[src/rtl/pshift_pkg.sv]
// pshift_pkg: shared state encoding and width helper for the serial transmitter.
package pshift_pkg;
  typedef enum logic [1:0] {S_IDLE = 2'd0, S_SHIFT = 2'd1, S_GAP = 2'd2} state_t;
  function automatic int clog2(input int n);
    int r;
    r = 0;
    while ((1 << r) < n) r++;
    return r;
  endfunction
endpackage

[src/rtl/pshift_cnt.sv]
// pshift_cnt: up-counter with synchronous clear and a terminal-count flag.
module pshift_cnt #(
  parameter int W = 4
) (
  input  logic         clk,
  input  logic         rstn,
  input  logic         clr,
  input  logic         inc,
  input  logic [W-1:0] max,
  output logic         tc
);
  logic [W-1:0] cnt_q, cnt_d;
  always_comb cnt_d = clr ? '0 : inc ? cnt_q + W'(1) : cnt_q;
  always_ff @(posedge clk or negedge rstn)
    if (!rstn) cnt_q <= '0;
    else cnt_q <= cnt_d;
  assign tc = cnt_q == max;
endmodule

[src/rtl/pshift_tx.sv]
// pshift_tx: parallel-to-serial transmitter with first/last strobes and idle gaps.
module pshift_tx
  import pshift_pkg::*;
#(
  parameter int DW        = 8,
  parameter bit MSB_FIRST = 1'b1,
  parameter int GAP       = 1
) (
  input  logic          clk,
  input  logic          rstn,
  input  logic [DW-1:0] din,
  input  logic          din_valid,
  output logic          din_ready,
  output logic          sout,
  output logic          sout_valid,
  output logic          sout_first,
  output logic          sout_last,
  output logic          busy
);
  localparam int BW = clog2(DW);
  state_t state_q, state_d;
  logic [DW-1:0] sh_q, sh_d;
  logic sout_q, sout_d, sv_q, sv_d, sf_q, sf_d, sl_q, sl_d;
  logic bit_clr, bit_inc, bit_tc, gap_clr, gap_inc, gap_tc, accept, cur_bit;
  pshift_cnt #(.W(BW)) u_bit (
    .clk(clk), .rstn(rstn), .clr(bit_clr), .inc(bit_inc), .max(BW'(DW - 1)), .tc(bit_tc)
  );
  pshift_cnt #(.W(4)) u_gap (
    .clk(clk), .rstn(rstn), .clr(gap_clr), .inc(gap_inc), .max(4'(GAP > 0 ? GAP - 1 : 0)), .tc(gap_tc)
  );
  assign din_ready = rstn && (state_q == S_IDLE || (state_q == S_SHIFT && bit_tc && GAP == 0));
  assign accept = din_valid && din_ready;
  assign cur_bit = MSB_FIRST ? sh_q[DW-1] : sh_q[0];
  always_comb begin
    state_d = state_q;
    sh_d = sh_q;
    sout_d = 1'b0;
    sv_d = 1'b0;
    sf_d = 1'b0;
    sl_d = 1'b0;
    bit_clr = 1'b0;
    bit_inc = 1'b0;
    gap_clr = 1'b0;
    gap_inc = 1'b0;
    case (state_q)
      S_IDLE: if (accept) begin
        state_d = S_SHIFT;
        sh_d = din;
        bit_clr = 1'b1;
      end
      S_SHIFT: begin
        // a word starts right after an idle output or right after a last bit
        sout_d = cur_bit;
        sv_d = 1'b1;
        sf_d = !sv_q || sl_q;
        sl_d = bit_tc;
        sh_d = MSB_FIRST ? {sh_q[DW-2:0], 1'b0} : {1'b0, sh_q[DW-1:1]};
        bit_inc = !bit_tc;
        bit_clr = bit_tc;
        if (bit_tc) begin
          if (GAP > 0) state_d = S_GAP;
          else if (accept) sh_d = din;
          else state_d = S_IDLE;
        end
      end
      S_GAP: begin
        gap_inc = !gap_tc;
        gap_clr = gap_tc;
        if (gap_tc) state_d = S_IDLE;
      end
      default: state_d = S_IDLE;
    endcase
  end
  always_ff @(posedge clk or negedge rstn)
    if (!rstn) begin
      state_q <= S_IDLE;
      sh_q <= '0;
      sout_q <= 1'b0;
      sv_q <= 1'b0;
      sf_q <= 1'b0;
      sl_q <= 1'b0;
    end else begin
      state_q <= state_d;
      sh_q <= sh_d;
      sout_q <= sout_d;
      sv_q <= sv_d;
      sf_q <= sf_d;
      sl_q <= sl_d;
    end
  assign sout = sout_q;
  assign sout_valid = sv_q;
  assign sout_first = sf_q;
  assign sout_last = sl_q;
  assign busy = state_q != S_IDLE;
endmodule

[config.mk]
export PLATFORM = sky130hd
export DESIGN_NAME = pshift_tx
export DESIGN_NICKNAME = d
export VERILOG_FILES = /design/src/rtl/pshift_pkg.sv /design/src/rtl/pshift_cnt.sv /design/src/rtl/pshift_tx.sv
export SDC_FILE = /design/constraint.sdc
export NUM_CORES = 1
export LEC_CHECK = 0
export CORE_ASPECT_RATIO = 0.6
export CORE_UTILIZATION = 46
export CTS_CLUSTER_DIAMETER = 80
export DETAILED_ROUTE_END_ITERATION = 10
export PLACE_DENSITY = 0.7
export SLEW_MARGIN = 20
export SYNTH_ARGS = -nofsm -noshare
export SYNTH_HDL_FRONTEND = slang
export SYNTH_HIERARCHICAL = 1
export SYNTH_SLANG_ARGS = --single-unit
export TNS_END_PERCENT = 30
[constraint.sdc]
create_clock -name clk -period 1.8 [get_ports clk]
set_input_delay 0.36 -clock clk [delete_from_list [all_inputs] [get_ports clk]]
set_output_delay 0.36 -clock clk [all_outputs]
set_load 0.02 [all_outputs]
==> metrics, run 1 <==
residual DRC count 0; Core Box Area 0.00197 mm²; crit path launch rstn; clock-pin slew on the worst setup and hold paths 70 ps; r2r setup slk 190 ps; register area 526 µm²; critical path type in2reg; nets 135; hold path depth 1; DP HPWL 1.37 mm; layout filler cell count 165; CTS tree built; Finished Layout Cells 149; largest cells by area after synthesis dfrtp_1, mux2i_1, xor2_1; Yosys reg bits 21; GR peak layer met2; max-cap viol count 0; final hold violation count 0; Setup Fix Bufs, Post-CTS 0; via count 702; IO buf count 16; hold wc startpoint sout_valid; worst hold endpoint sout_first; Critical Path Start Type primary input; Initial Util 0.523; total CTS buffers 3; pin count of the biggest net entering global routing 23; Data arrival, critical path 1830 ps; post-route ant nets 0; Ports 17; DRT iter0 DRCs 30; Synth Flop Type dfrtp_1; Via density 4.71; footprint of the multi-input gates 500 µm²; VDD IR-drop max 0.000834 V; Initial DRT Pass Iterations 3; final worst path period need 1700 ps; Sink Count 21; reg2reg end u_gap/cnt_q[3]; run status complete, no violations; CTS Hold Bufs 0; global-route wire length before repair 3.05 mm; WL/cell 12.3 µm; Mapped Cells 94; GRT Total Usage 0.176; synth warn 6; die area 0.00244 mm²; placed cell count 145; GP Congestion 0.718; GR Util met1 0.230; Syn Std Cell Area 0.00103 mm²; Pleak 0.616 nW; most numerous cell in the Yosys netlist dfrtp_1; Root Buffer clkbuf_8; H-tree depth 1; Hold WC Path Type reg2reg; register area share after synthesis 0.511; Die Ht 38.6 µm; reg2reg path depth 5; Crit. End Element flip-flop; Slew Viols, Final 0; Max Root-Sink Buffers 2; PwrDens 1490 mW/mm²; final global-route overflow total 0; syn avg cell area 10.9 µm²; Post-Route WL 1.83 mm; std cell rows 12; Final setup viols 0; Yosys cell types 31; fin crit share 0.942; fmax 0.590 GHz; post-synth top area share 0.511; RSZ-0062 raised after global routing false; met3 usage 0.0559; Critical Path RT 1930 ps; number of synthesized flops with an enable pin 0; largest area contributor in the netlist dfrtp_1; antenna cells 0; Die Wd 63.0 µm; vias in the first global route 677; Area Growth Syn to Fin 27.7%; clk_lat worst skew 250 ps; post-synthesis async set-or-reset flop share 1.00; initial antenna violation count 0; Clock Skew 1.19 ps; CP Max Fanout 22; RR Startpoint u_gap/cnt_q[1]; Hold Slack 447 ps; share of cells above drive strength 1 0.124; met2 Usage GRT 0.274; synth cell count leaders dfrtp_1, mux2i_1, nand2_1
==> how the worst max path moves through the flow <==
| stage | depth (start not counted) | endpoint | slack, ps |
|---|---|---|---|
| 3_3_place_gp | 3 | din_ready | -290 |
| 3_5_place_dp | 3 | din_ready | -290 |
| 2_1_floorplan | 5 | u_gap/cnt_q[3] | 50 |
| 6_report | 6 | sh_q[3] | 100 |
| 4_1_cts | 3 | din_ready | 7 |
| 5_1_grt | 6 | sh_q[6] | 2 |
==> area by class of cell <==
| cell class | count | area share |
|---|---|---|
| tap | 28 | 0.0267 |
| multi-input combinational | 73 | 0.381 |
| sequential | 21 | 0.400 |
| inverter | 3 | 0.00857 |
| timing repair buffer | 20 | 0.150 |
| clock buffer | 4 | 0.0343 |
==> state kept, by name, summed over array words and instances, names as in the netlist <==
register and cells:
sh_q 8, sout 1, sout_first 1, sout_last 1, sout_valid 1, state_q 2
u_bit/cnt_q 3, u_gap/cnt_q 4
==> repair_timing <==
action                                  CTS  global route
resized for setup                         3             3
pin swaps                                 0             0
endpoints found under the setup margin    2             3
==> cell families after synthesis <==
group / Yosys count / synth area share
xor+xnor: 9 / 0.0766
other cells: 2 / 0.00730
mux: 11 / 0.112
buf+inv: 5 / 0.0268
flops: 21 / 0.511
compound gates: 14 / 0.0839
fa+ha+maj: 2 / 0.0243
simple gates: 30 / 0.158
==> power by group <==
group	total, mW	switching (mW)	internal [mW]
registers	0.808	0.145	0.664
clock network	0.291	0.134	0.157
logic	0.864	0.458	0.407
total	1.96	0.736	1.23
==> worst max-delay path, stage by stage <==
cell	delay, ps
clkdlybuf4s50_1	470
buf_4	280
and4bb_1	290
buf_12	150
mux2i_1	200
o21ai_1	70
==> metal layers <==
layer / routed length, µm / part of all wire
met3: 64 / 0.035
met2: 827 / 0.45
met4: 11 / 0.0060
met5: 0 / 0
met1: 928 / 0.51
==> per-stage QoR <==
| step | utilization | worst slack (ps) | setup TNS, ps | area [µm²] | power [mW] |
|---|---|---|---|---|---|
| 6_report | 0.668 | 105 | 0 | 1310 | 1.96 |
| 5_1_grt | 0.668 | 2.04 | 0 | 1310 | 2.13 |
| 4_1_cts | 0.667 | 6.60 | 0 | 1310 | 1.98 |
| 3_5_place_dp | 0.645 | -295 | -1670 | 1270 | 1.70 |
| 3_3_place_gp | 0.645 | -289 | -1560 | 1270 | 1.66 |
| 2_1_floorplan | - | 53.6 | 0 | 1050 | 1.41 |
==> placed cells by master, fill, tap and decap left out, types with 3 or more instances in the layout <==
cell / Yosys / routed
dfrtp_1: 21 / 21
buf_4: 0 / 3
o21ai_1: 7 / 7
conb_1: 2 / 7
clkbuf_8: 0 / 3
clkdlybuf4s50_1: 0 / 14
xor2_1: 7 / 7
nand2_1: 10 / 10
nor2_1: 7 / 7
mux2i_1: 10 / 10
No activity file was read; power rests on OpenSTA's default activity.
==> run 2: changes to the inputs <==
--- a/config.mk
+++ b/config.mk
@@ -9,6 +9,7 @@
 export CORE_UTILIZATION = 46
 export CTS_CLUSTER_DIAMETER = 80
 export DETAILED_ROUTE_END_ITERATION = 10
+export HOLD_SLACK_MARGIN = 0.08
 export PLACE_DENSITY = 0.7
 export SLEW_MARGIN = 20
 export SYNTH_ARGS = -nofsm -noshare
==> results of run 2 <==
No change in the layout: final DEF, timing and power equal those of run 1.
